`config.mk`:
```
export PLATFORM = sky130hd
export DESIGN_NAME = rst_seq
export DESIGN_NICKNAME = d
export VERILOG_FILES = /design/src/rtl/rst_seq.sv
export SDC_FILE = /design/constraint.sdc
export NUM_CORES = 1
export LEC_CHECK = 0
export BUFFER_PORTS_ARGS = -buffer_cell sky130_fd_sc_hd__clkbuf_2
export CORE_MARGIN = 3
export CORE_UTILIZATION = 55
export CTS_BUF_LIST = sky130_fd_sc_hd__clkbuf_8
export CTS_CLUSTER_DIAMETER = 60
export DETAILED_ROUTE_END_ITERATION = 8
export HOLD_SLACK_MARGIN = 0.02
export PLACE_DENSITY = 0.75
export SETUP_SLACK_MARGIN = 0.02
export SLEW_MARGIN = 20
export SYNTH_ARGS = -nofsm -noshare
export SYNTH_HDL_FRONTEND = slang
export SYNTH_SLANG_ARGS = --single-unit
```
`constraint.sdc`:
```
create_clock -name clk_i -period 2.9 [get_ports clk_i]
set_clock_uncertainty 0.05 [all_clocks]
set_input_delay 0.145 -clock clk_i [delete_from_list [all_inputs] [get_ports clk_i]]
set_output_delay 0.145 -clock clk_i [all_outputs]
set_load 0.03 [all_outputs]
```
`src/rtl/rst_seq.sv`:
```
// Power-on / re-sequencing reset generator with staged per-output release.
// Optional watchdog re-sequence enabled by defining RST_SEQ_WDT_EN.
module rst_seq #(
  parameter int unsigned NUM_OUT     = 3,
  parameter int unsigned HOLD_CYCLES = 4,
  parameter int unsigned STAGE_GAP   = 2,
  parameter int unsigned FILT_LEN    = 3,
  parameter int unsigned WDT_CYCLES  = 256
) (
  input  logic               clk_i,
  input  logic               rst_ni,
  input  logic               ext_rst_i,
  input  logic               sw_rst_i,
  input  logic               kick_i,
  output logic [NUM_OUT-1:0] rst_o,
  output logic               done_o,
  output logic [1:0]         cause_o
);

  localparam int HW = $clog2(HOLD_CYCLES + 1);
  localparam int GW = $clog2(STAGE_GAP + 1);
  localparam int FW = $clog2(FILT_LEN + 1);
  localparam int IW = $clog2(NUM_OUT + 1);

  localparam logic [HW-1:0] HOLD_LAST = HW'(HOLD_CYCLES - 1);
  localparam logic [GW-1:0] GAP_LAST  = GW'(STAGE_GAP - 1);
  localparam logic [FW-1:0] FILT_MAX  = FW'(FILT_LEN);
  localparam logic [IW-1:0] IDX_LAST  = IW'(NUM_OUT - 1);

  typedef enum logic [1:0] {
    S_ASSERT,
    S_HOLD,
    S_STAGE,
    S_RUN
  } state_e;

  state_e             state_q, state_d;
  logic [HW-1:0]      hold_q, hold_d;
  logic [GW-1:0]      gap_q, gap_d;
  logic [IW-1:0]      idx_q, idx_d;
  logic [FW-1:0]      filt_q, filt_d;
  logic               sync1_q, sync2_q;
  logic [NUM_OUT-1:0] rst_q, rst_d;
  logic               done_q, done_d;
  logic [1:0]         cause_q, cause_d;

  logic ext_req;
  logic wdt_exp;
  logic start_stage;
  logic step;

  // ext request: 2-flop sync then saturating run-length filter
  always_comb begin
    filt_d = '0;
    if (sync2_q) begin
      filt_d = (filt_q >= FILT_MAX) ? filt_q : filt_q + 1'b1;
    end
  end

  assign ext_req = (filt_q >= FILT_MAX);

`ifdef RST_SEQ_WDT_EN
  localparam int WW = $clog2(WDT_CYCLES + 1);
  localparam logic [WW-1:0] WDT_MAX = WW'(WDT_CYCLES);

  logic [WW-1:0] wdt_q, wdt_d;

  always_comb begin
    wdt_d = '0;
    if (state_q == S_RUN && state_d == S_RUN && !kick_i) begin
      wdt_d = (wdt_q >= WDT_MAX) ? wdt_q : wdt_q + 1'b1;
    end
  end

  assign wdt_exp = (state_q == S_RUN) && (wdt_q >= WDT_MAX);

  always_ff @(posedge clk_i) begin
    if (!rst_ni) begin
      wdt_q <= '0;
    end else begin
      wdt_q <= wdt_d;
    end
  end
`else
  logic unused_kick;
  assign unused_kick = kick_i;
  assign wdt_exp     = 1'b0;
`endif

  always_comb begin
    state_d     = state_q;
    hold_d      = hold_q;
    gap_d       = gap_q;
    idx_d       = idx_q;
    rst_d       = rst_q;
    done_d      = done_q;
    cause_d     = cause_q;
    start_stage = 1'b0;
    step        = 1'b0;

    unique case (state_q)
      S_ASSERT: begin
        if (!ext_req) begin
          state_d = S_HOLD;
          hold_d  = HW'(1);
          gap_d   = '0;
          idx_d   = '0;
          if (HOLD_CYCLES <= 1) start_stage = 1'b1;
        end
      end
      S_HOLD: begin
        if (hold_q >= HOLD_LAST) begin
          start_stage = 1'b1;
        end else begin
          hold_d = hold_q + 1'b1;
        end
      end
      S_STAGE: begin
        if (gap_q >= GAP_LAST) begin
          step = 1'b1;
        end else begin
          gap_d = gap_q + 1'b1;
        end
      end
      S_RUN: ;
      default: state_d = S_ASSERT;
    endcase

    if (start_stage) begin
      rst_d[0] = 1'b0;
      gap_d    = '0;
      idx_d    = IW'(1);
      if (NUM_OUT == 1) begin
        state_d = S_RUN;
        done_d  = 1'b1;
      end else begin
        state_d = S_STAGE;
      end
    end

    if (step) begin
      for (int i = 0; i < int'(NUM_OUT); i++) begin
        if (idx_q == IW'(i)) rst_d[i] = 1'b0;
      end
      gap_d = '0;
      idx_d = idx_q + 1'b1;
      if (idx_q >= IDX_LAST) begin
        state_d = S_RUN;
        done_d  = 1'b1;
      end
    end

    // ext > watchdog > sw; rst_ni handled in the register block
    if (state_q != S_ASSERT && (ext_req || wdt_exp || sw_rst_i)) begin
      state_d = S_ASSERT;
      rst_d   = '1;
      done_d  = 1'b0;
      hold_d  = '0;
      gap_d   = '0;
      idx_d   = '0;
      if (ext_req)      cause_d = 2'b01;
      else if (wdt_exp) cause_d = 2'b11;
      else              cause_d = 2'b10;
    end
  end

  always_ff @(posedge clk_i) begin
    if (!rst_ni) begin
      state_q <= S_ASSERT;
      hold_q  <= '0;
      gap_q   <= '0;
      idx_q   <= '0;
      filt_q  <= '0;
      sync1_q <= 1'b0;
      sync2_q <= 1'b0;
      rst_q   <= '1;
      done_q  <= 1'b0;
      cause_q <= 2'b00;
    end else begin
      state_q <= state_d;
      hold_q  <= hold_d;
      gap_q   <= gap_d;
      idx_q   <= idx_d;
      filt_q  <= filt_d;
      sync1_q <= ext_rst_i;
      sync2_q <= sync1_q;
      rst_q   <= rst_d;
      done_q  <= done_d;
      cause_q <= cause_d;
    end
  end

  assign rst_o   = rst_q;
  assign done_o  = done_q;
  assign cause_o = cause_q;

endmodule

```
Yosys cells after proc, flatten, opt, wreduce, memory -nomap -nowiden
Index checks and enable logic that the tools add are counted.
- logic and storage cells: 68
- flip-flop bits (word level): 19
- output and inout port bits: 6
- memories kept: 0
- memory bits (read-only): 0
- RAM bits: 0
- bits of input ports: 5
- latch bits: 0
- multiply operators: 0
- bitwise logic cells: 1
- reductions and logical operators: 17
- equal/unequal tests: 8
- shift operators: 0
- magnitude comparators: 4
- add/sub/neg operators: 4
- multiplexer cells: 22
- divide/modulo/power cells: 0
- operators with widths (kind ; number):
    2-bit two-way mux ; 11
    2-bit AND reduction ; 5
    1-bit two-way mux ; 7
    2-bit by 1-bit adder with 2-bit output (second input constant) ; 3
    3-bit two-way mux ; 2
    2-bit != test (second input constant) ; 3
    3-bit one-hot mux with 2 select lines ; 1
    3-bit AND reduction ; 2
    2-bit nonzero test ; 3
    2-bit by 1-bit equality test with 1-bit output (second input constant) ; 2
    2-bit equality test (second input constant) ; 2
    2-bit greater-or-equal comparator (second input constant) ; 2
    2-bit logical NOT ; 2
    2-bit one-hot mux with 2 select lines ; 1
    4-bit OR reduction ; 1
    3-bit by 1-bit adder with 3-bit output (second input constant) ; 1
    3-bit by 2-bit greater-or-equal comparator with 1-bit output (second input constant) ; 1
    3-bit by 1-bit != test with 1-bit output (second input constant) ; 1
    3-bit nonzero test ; 1
    2-bit by 1-bit greater-or-equal comparator with 1-bit output (second input constant) ; 1
    2-bit OR reduction ; 1
    1-bit logical AND ; 1
    1-bit logical OR ; 1
    1-bit inverter ; 1

Longest topological paths before layout
Gate-level depths: netlist of run 1.
- depth after elaboration: 6
- gate-level depth with buffers: 5
- depth with buffers taken out: 5

Worst setup path before layout of run 1
Ideal clock, no wire load.
- path kind: register -> register
- start: register hold_q[0]
- end: register hold_q[2]
- data required time: 2.784 ns
- setup slack: 1.279 ns
- path buffers: 0
- stages on the path, launching flop included: 6
- period minus slack after synthesis: 1.621 ns
- arrival: 1.505 ns
- library setup time: 0.066 ns
- cells stage by stage: dfxtp_1 -> ha_1 -> ha_1 -> a211o_1 -> or3_1 -> a21oi_2
- longest elaborated chain between the ends: 3
- elaborated cells between the ends (all ways): 6
- those cells by class: 1 x add/sub; 1 x order compare; 1 x eq/ne; 2 x mux; 1 x reduce/logical
- ends and longest elaborated chain (what ; line ; source):
    start: declaration ; 38 ; logic [HW-1:0] hold_q, hold_d;
    start signal: assignment ; 181 ; hold_q <= hold_d;
    3-bit by 1-bit adder with 3-bit output or 3-bit by 2-bit greater-or-equal comparator with 1-bit output (tied branches) ; 115, 112 ;
    3-bit two-way mux or 2-bit != test (tied branches) ; - ;
    3-bit one-hot mux with 2 select lines or 3-bit AND reduction (tied branches) ; - ;
Parallel ways exist; a longest one is shown, timed or not. The select of a mux whose other input is x is not followed.
A chain may end at the register's enable or synchronous reset.

Worst setup path after layout of run 1
- start: register hold_q[0]
- end: register gap_q[1]
- longest elaborated chain between the ends: 4
- ends and longest elaborated chain (what ; line ; source):
    3-bit by 2-bit greater-or-equal comparator with 1-bit output ; 112 ; if (hold_q >= HOLD_LAST) begin
    1-bit two-way mux ; 112 ;
    1-bit two-way mux ; 101 ; unique case (state_q)
    4-bit OR reduction (no line) ; - ;
    end signal: assignment ; 182 ; gap_q <= gap_d;
    end: declaration ; 39 ; logic [GW-1:0] gap_q, gap_d;
No other way between the ends.

==> results of run 1 <==
-- cell families (layout without fill, tap and decap cells) --
logic type,count (synthesis),after routing
simple gates,32,32
compound gates,29,29
flops,19,19
buf+inv,11,21
fa+ha+maj,7,7
mux,2,2
xor+xnor,1,1
-- through the flow --
step	std cells	instance area [um2]	power [W]	hold WS [ns]
after global placement	123	972	0.000329	0.300
after floorplan	101	928	0.000323	0.217
after global routing	127	1020	0.000522	0.0610
after CTS	127	1020	0.000505	0.0469
final	127	1020	0.000502	0.0482
after detailed placement	123	972	0.000331	0.306
-- power groups by stage --
| stage | combinational [W] | sequential [W] | clock (W) |
|---|---|---|---|
| floorplan | 0.0000369 | 0.000286 | 0 |
| global placement | 0.0000416 | 0.000288 | 0 |
| detailed placement | 0.0000425 | 0.000289 | 0 |
| CTS | 0.0000427 | 0.000283 | 0.000179 |
| global route | 0.0000478 | 0.000285 | 0.000190 |
| finish | 0.0000423 | 0.000283 | 0.000177 |
-- routing by layer --
| metal | up-vias | routed length [um] |
|---|---|---|
| li1 | 377 | - |
| met5 | - | 0 |
| met1 | 319 | 853 |
| met2 | 11 | 679 |
| met4 | 0 | 12 |
| met3 | 2 | 51 |
-- final cells by class --
cell class / instances / area [um2]
timing repair buffer: 9 / 45.0
sequential: 19 / 380
tap: 16 / 20.0
multi-input combinational: 71 / 497
inverter: 8 / 30.0
clock inverter: 1 / 3.75
clock buffer: 3 / 41.3
fill: 131 / 524
-- state kept, by name, summed over array words and instances (netlist names) --
name / count
gap_q: 2
state_q: 2
idx_q: 2
sync1_q: 1
hold_q: 3
done_o: 1
sync2_q: 1
cause_o: 2
filt_q: 2
rst_o: 3
-- path summary, 6_finish.rpt --
check / cells after the start / end / from / slack, ns
hold reg to reg: 1 / sync2_q$_SDFF_PN0_ / sync1_q$_SDFF_PN0_ / 0.39
hold / removal: 2 / sync1_q$_SDFF_PN0_ / ext_rst_i / 0.05
setup reg to reg: 5 / gap_q[1]$_SDFFE_PP0P_ / hold_q[0]$_SDFFE_PP0P_ / 1.11
setup / recovery: 5 / gap_q[1]$_SDFFE_PP0P_ / hold_q[0]$_SDFFE_PP0P_ / 1.11
-- cells in the final DEF, fill, tap and decap left out, drive strengths merged, types with 2 or more instances in the layout --
cell / instances
a21oi: 5
a211oi: 2
nor3b: 2
ha: 7
o21ai: 8
a21o: 2
inv: 9
mux2i: 2
nor2b: 4
nand2: 9
and2: 3
or3: 2
a31oi: 3
nand2b: 2
nor2: 4
dfxtp: 19
nand3: 3
clkbuf: 12
a2111oi: 2
-- critical path: stages (launching register included) --
cell       delay [ns]
dfxtp_1          0.37
ha_1             0.22
ha_1             0.20
a211oi_2         0.43
nor2_1           0.14
a2111oi_1        0.28
==> results.cfg, run 1 <==
[outcome]
status = finished clean

[global_route]
top_usage_layer = met2
antenna_found_initial = 0
gr-total-overflow = 0
use_met1_pct = 23.8
grt_first_pass_wirelength_um = 2700
use_met3_pct = 3.45
grt_pass1_vias = 635
grt_use_met2_pct = 26.0
track_usage_pct = 16.9
grt_max_degree = 18

[floorplan]
fp-row-count = 14
core_area_mm2 = 0.00154
die_h_um = 47.1
die_area_mm2 = 0.00222
start_util_pct = 60.2
ios = 11
die_x_um = 47.1

[cells_and_area]
fin_nets = 124
final_layout_size_suffix_gt1_share_pct = 16.2
utilization_pct = 66.0
diodes = 0
area_growth_pct = 9.57

[synthesis]
ys_ff_latch = 19
synth_top_family_by_area = compound AO/OA/AOI/OAI gates
synth_commonest_cells = dfxtp_1 (19), nand2_1 (9), inv_1 (8), o21ai_0 (8), ha_1 (7)
synth-seq-area-share_pct = 41.0
synth.avg_cell_area_um2 = 9.19
syn_inst = 101
synth.distinct_cells = 34
yosys-top-cells-area = dfxtp_1 (41%), ha_1 (9.4%), o21ai_0 (4.3%)
yosysWarnings = 0
synth_xor_area_share_pct = 0.943
syn-cell-area_um2 = 928
synth_top_area_cell = dfxtp_1
synth_compound_area_share_pct = 21.8
syn_nets = 113
synth_edf_count = 0
synthFlopType = dfxtp_1
synth_mux_area_share_pct = 2.16
synth_top_area_share_pct = 41.0
ys_async_sr_fraction_pct = 0
synthAdderAreaFrac_pct = 9.43
post-synth-top-count-cell = dfxtp_1
synth-simple-area-share_pct = 19.1

[routing]
post_drt_wl_per_cell_um = 12.6
final_antenna_net_count = 0
first_iter_violations = 10
viasPerCell = 5.58
wl_um = 1600
drc = 0
dr.pass1.iters = 4
num_vias = 709

[power_and_ir_drop]
switching_share_pct = 24.0
p_sw_w = 0.000120
combPwrFrac_pct = 8.4
seq_power_share_pct = 56.3
p_int_w = 0.000381
p_leak_nw = 0.399
pwr-share-clk_pct = 35.3
ir_drop_mv = 0.358
powerDensity_mw_per_mm2 = 493

[clock_network]
root_buffer = clkbuf_8
cts_tree = done
clk_latency_ns = 0.25
postCtsHoldBufs = 0
htree_levels = 1
post_cts_resized = 0
cts.sinks = 19
cts.path.max_buffers = 2
post_cts_buffers = 0
clk_pin_slew_ns = 0.07
numCtsBuffers = 3

[timing]
rsz0062_at_grt = false
finalCriticalPeriod_ns = 1.79
fin_setup_tns_ns = 0
finalCritPeriodShare_pct = 61.6
relSlewSlack_pct = 66.3
timing.final.ws_setup_ns = 1.11
worst_pin_slew_ns = 0.504
clock.fmax_mhz = 560
setup_violations = 0
hold_violations = 0
maxSlewViolCount = 0

[worst_setup_path]
crit_arrival_ns = 1.87
cp.required_ns = 2.98
cp-end-kind = register
cp_max_fo = 6
crit_type = register to register
cp-start-kind = register

[placement]
place_ws_ns = 1.10
dp_hpwl_um = 1170
place_congestion = 0.774
portBuffers = 9

[run]
cap_violations = 0

[worst_hold_path]
hold_path_class = input port to register
Power figures use the tool's default switching activity.
==> inputs of run 2 (changes only) <==
- CORE_UTILIZATION: 55 -> 53
- clock period: 2.9 -> 1.5 ns (I/O delays scaled with it)
==> run 2 against run 1 <==
Effect of this change:
- the run now ends with setup timing left
- non-clock buffer count rose by 14
- clock power rose by 110%
- setup slack got worse by 1.1 ns
- register-to-register slack got worse by 1.1 ns
- routed wire length rose by 31%
- core utilization rose by 12 points
- first-iteration DRC count did not move
==> results.cfg, run 2 (same netlist as run 1, synthesis figures left out) <==
[clock_network]
clk_latency_ns = 0.26
root_buffer = clkbuf_8
cts_tree = done
numCtsBuffers = 3
htree_levels = 1
clk_pin_slew_ns = 0.07
cts.path.max_buffers = 2
cts.sinks = 19

[timing]
maxSlewViolCount = 0
setup_violations = 1
rsz0062_at_grt = true
timing.final.ws_setup_ns = -0.0164
worst_pin_slew_ns = 0.315
finalCriticalPeriod_ns = 1.52
hold_violations = 0
whs_ns = 0.0562
relSlewSlack_pct = 79.0
finalCritPeriodShare_pct = 101
clock.fmax_mhz = 659

[power_and_ir_drop]
power_w = 0.00104
p_leak_nw = 0.489
p_int_w = 0.000764
combPwrFrac_pct = 12.2
pwr-share-clk_pct = 35.0
powerDensity_mw_per_mm2 = 846
seq_power_share_pct = 52.8
switching_share_pct = 26.4
ir_drop_mv = 0.673
p_sw_w = 0.000274

[cells_and_area]
stdcell_area_mm2 = 0.00123
final_common_cell = dfxtp_1
n_fill_cell = 107
diodes = 0
final_layout_size_suffix_gt1_share_pct = 36.8
area_growth_pct = 32.1
mostFrequentLayoutCells = dfxtp_1 (15), buf_4 (11), inv_1 (9), clkbuf_2 (9)
fin_nets = 138

[global_route]
grt_pass1_vias = 731
grt_first_pass_wirelength_um = 2990
track_usage_pct = 19.5
grt_max_degree = 18
gr-total-overflow = 0
antenna_found_initial = 0

[floorplan]
die_area_mm2 = 0.00229
core_area_mm2 = 0.00158
die_h_um = 47.9
start_util_pct = 58.9
fp-row-count = 14
die_x_um = 47.9
ios = 11

[routing]
num_vias = 809
final_antenna_net_count = 0
wl_um = 2100
viasPerCell = 5.74
drc = 0
first_iter_violations = 10
dr.pass1.iters = 4
post_drt_wl_per_cell_um = 14.9

[worst_setup_path]
crit_type = register to register
r2r_start = hold_q[1]$_SDFFE_PP0P_
critPathLaunch = hold_q[1]$_SDFFE_PP0P_
crit_arrival_ns = 1.67
cp-end-kind = register
cp-start-kind = register
cp.required_ns = 1.65
cp_max_fo = 2

[placement]
place_ws_ns = -0.0118
place_congestion = 0.782
dp_hpwl_um = 1370
dpl_cell_area_mm2 = 0.00108
portBuffers = 9

[worst_hold_path]
hp-start = rst_ni
hold_path_class = input port to register

[outcome]
status = complete, but fails checks
violations = setup timing

[run]
cap_violations = 0
-- run 2: changes by cell type in the layout (fill, tap and decap cells not counted), sizes merged --
cell	before	now
dlygate4sd3	0	1
buf	0	13
-- run 2: worst paths after layout --
kind	endpoint	slack (ns)	cells past startpoint
worst max-delay path	hold_q[2]$_SDFFE_PP0P_	-0.02	5
worst min-delay path	cause_o[1]$_SDFFE_PN0P_	0.06	2
worst max register to register	hold_q[2]$_SDFFE_PP0P_	-0.02	5
worst min register to register	sync2_q$_SDFF_PN0_	0.39	1
-- run 2: what timing repair did --
| item | in CTS | in global routing |
|---|---|---|
| resized for setup | 2 | 14 |
| setup endpoints to repair | 5 | 11 |
| pin swaps | 5 | 4 |
| cloned | 0 | 0 |
| hold buffers | 1 | 0 |
| setup buffers | 2 | 0 |
| hold endpoints to repair | 1 | 0 |
-- run 2: critical path, stage by stage, from the launching register on --
cell and delay [ns]:
dfxtp_2 0.34, ha_4 0.16, ha_4 0.16, a211o_1 0.26, or3_4 0.38, a21oi_2 0.11
-- run 2: layout make-up --
class,count,area [um2],share of cell area [%]
clock buffers,3,41.3,3.37
clock inverters,1,3.75,0.306
inverters,8,30.0,2.45
multi-input cells,71,586,47.8
flip-flops and latches,19,385,31.4
well taps,16,20.0,1.63
repair buffers,23,160,13.1
-- run 2: through the flow --
step	utilization (%)	instances	TNS, ns
2_1_floorplan	-	101	0
3_3_place_gp	68.7	134	0
3_5_place_dp	68.7	134	-0.0118
4_1_cts	73.4	141	0
5_1_grt	77.8	141	-0.0792
6_report	77.8	141	-0.0164
-- run 2: per-layer routing --
metal / vias up / global-route usage [%] / share of wire, %
met1: 372 / 22.2 / 43
li1: 405 / - / -
met4: 0 / 12.4 / 4.0
met2: 22 / 31.9 / 49
met3: 10 / 5.26 / 4.2
met5: - / 0 / 0
-- run 2: power by group through the flow --
stage	Combinational, W	Sequential (W)	Clock, W
detailed placement	0.000109	0.000556	0
floorplan	0.0000735	0.000556	0
global placement	0.000107	0.000554	0
finish	0.000127	0.000548	0.000363
CTS	0.000115	0.000544	0.000360
global route	0.000140	0.000551	0.000376
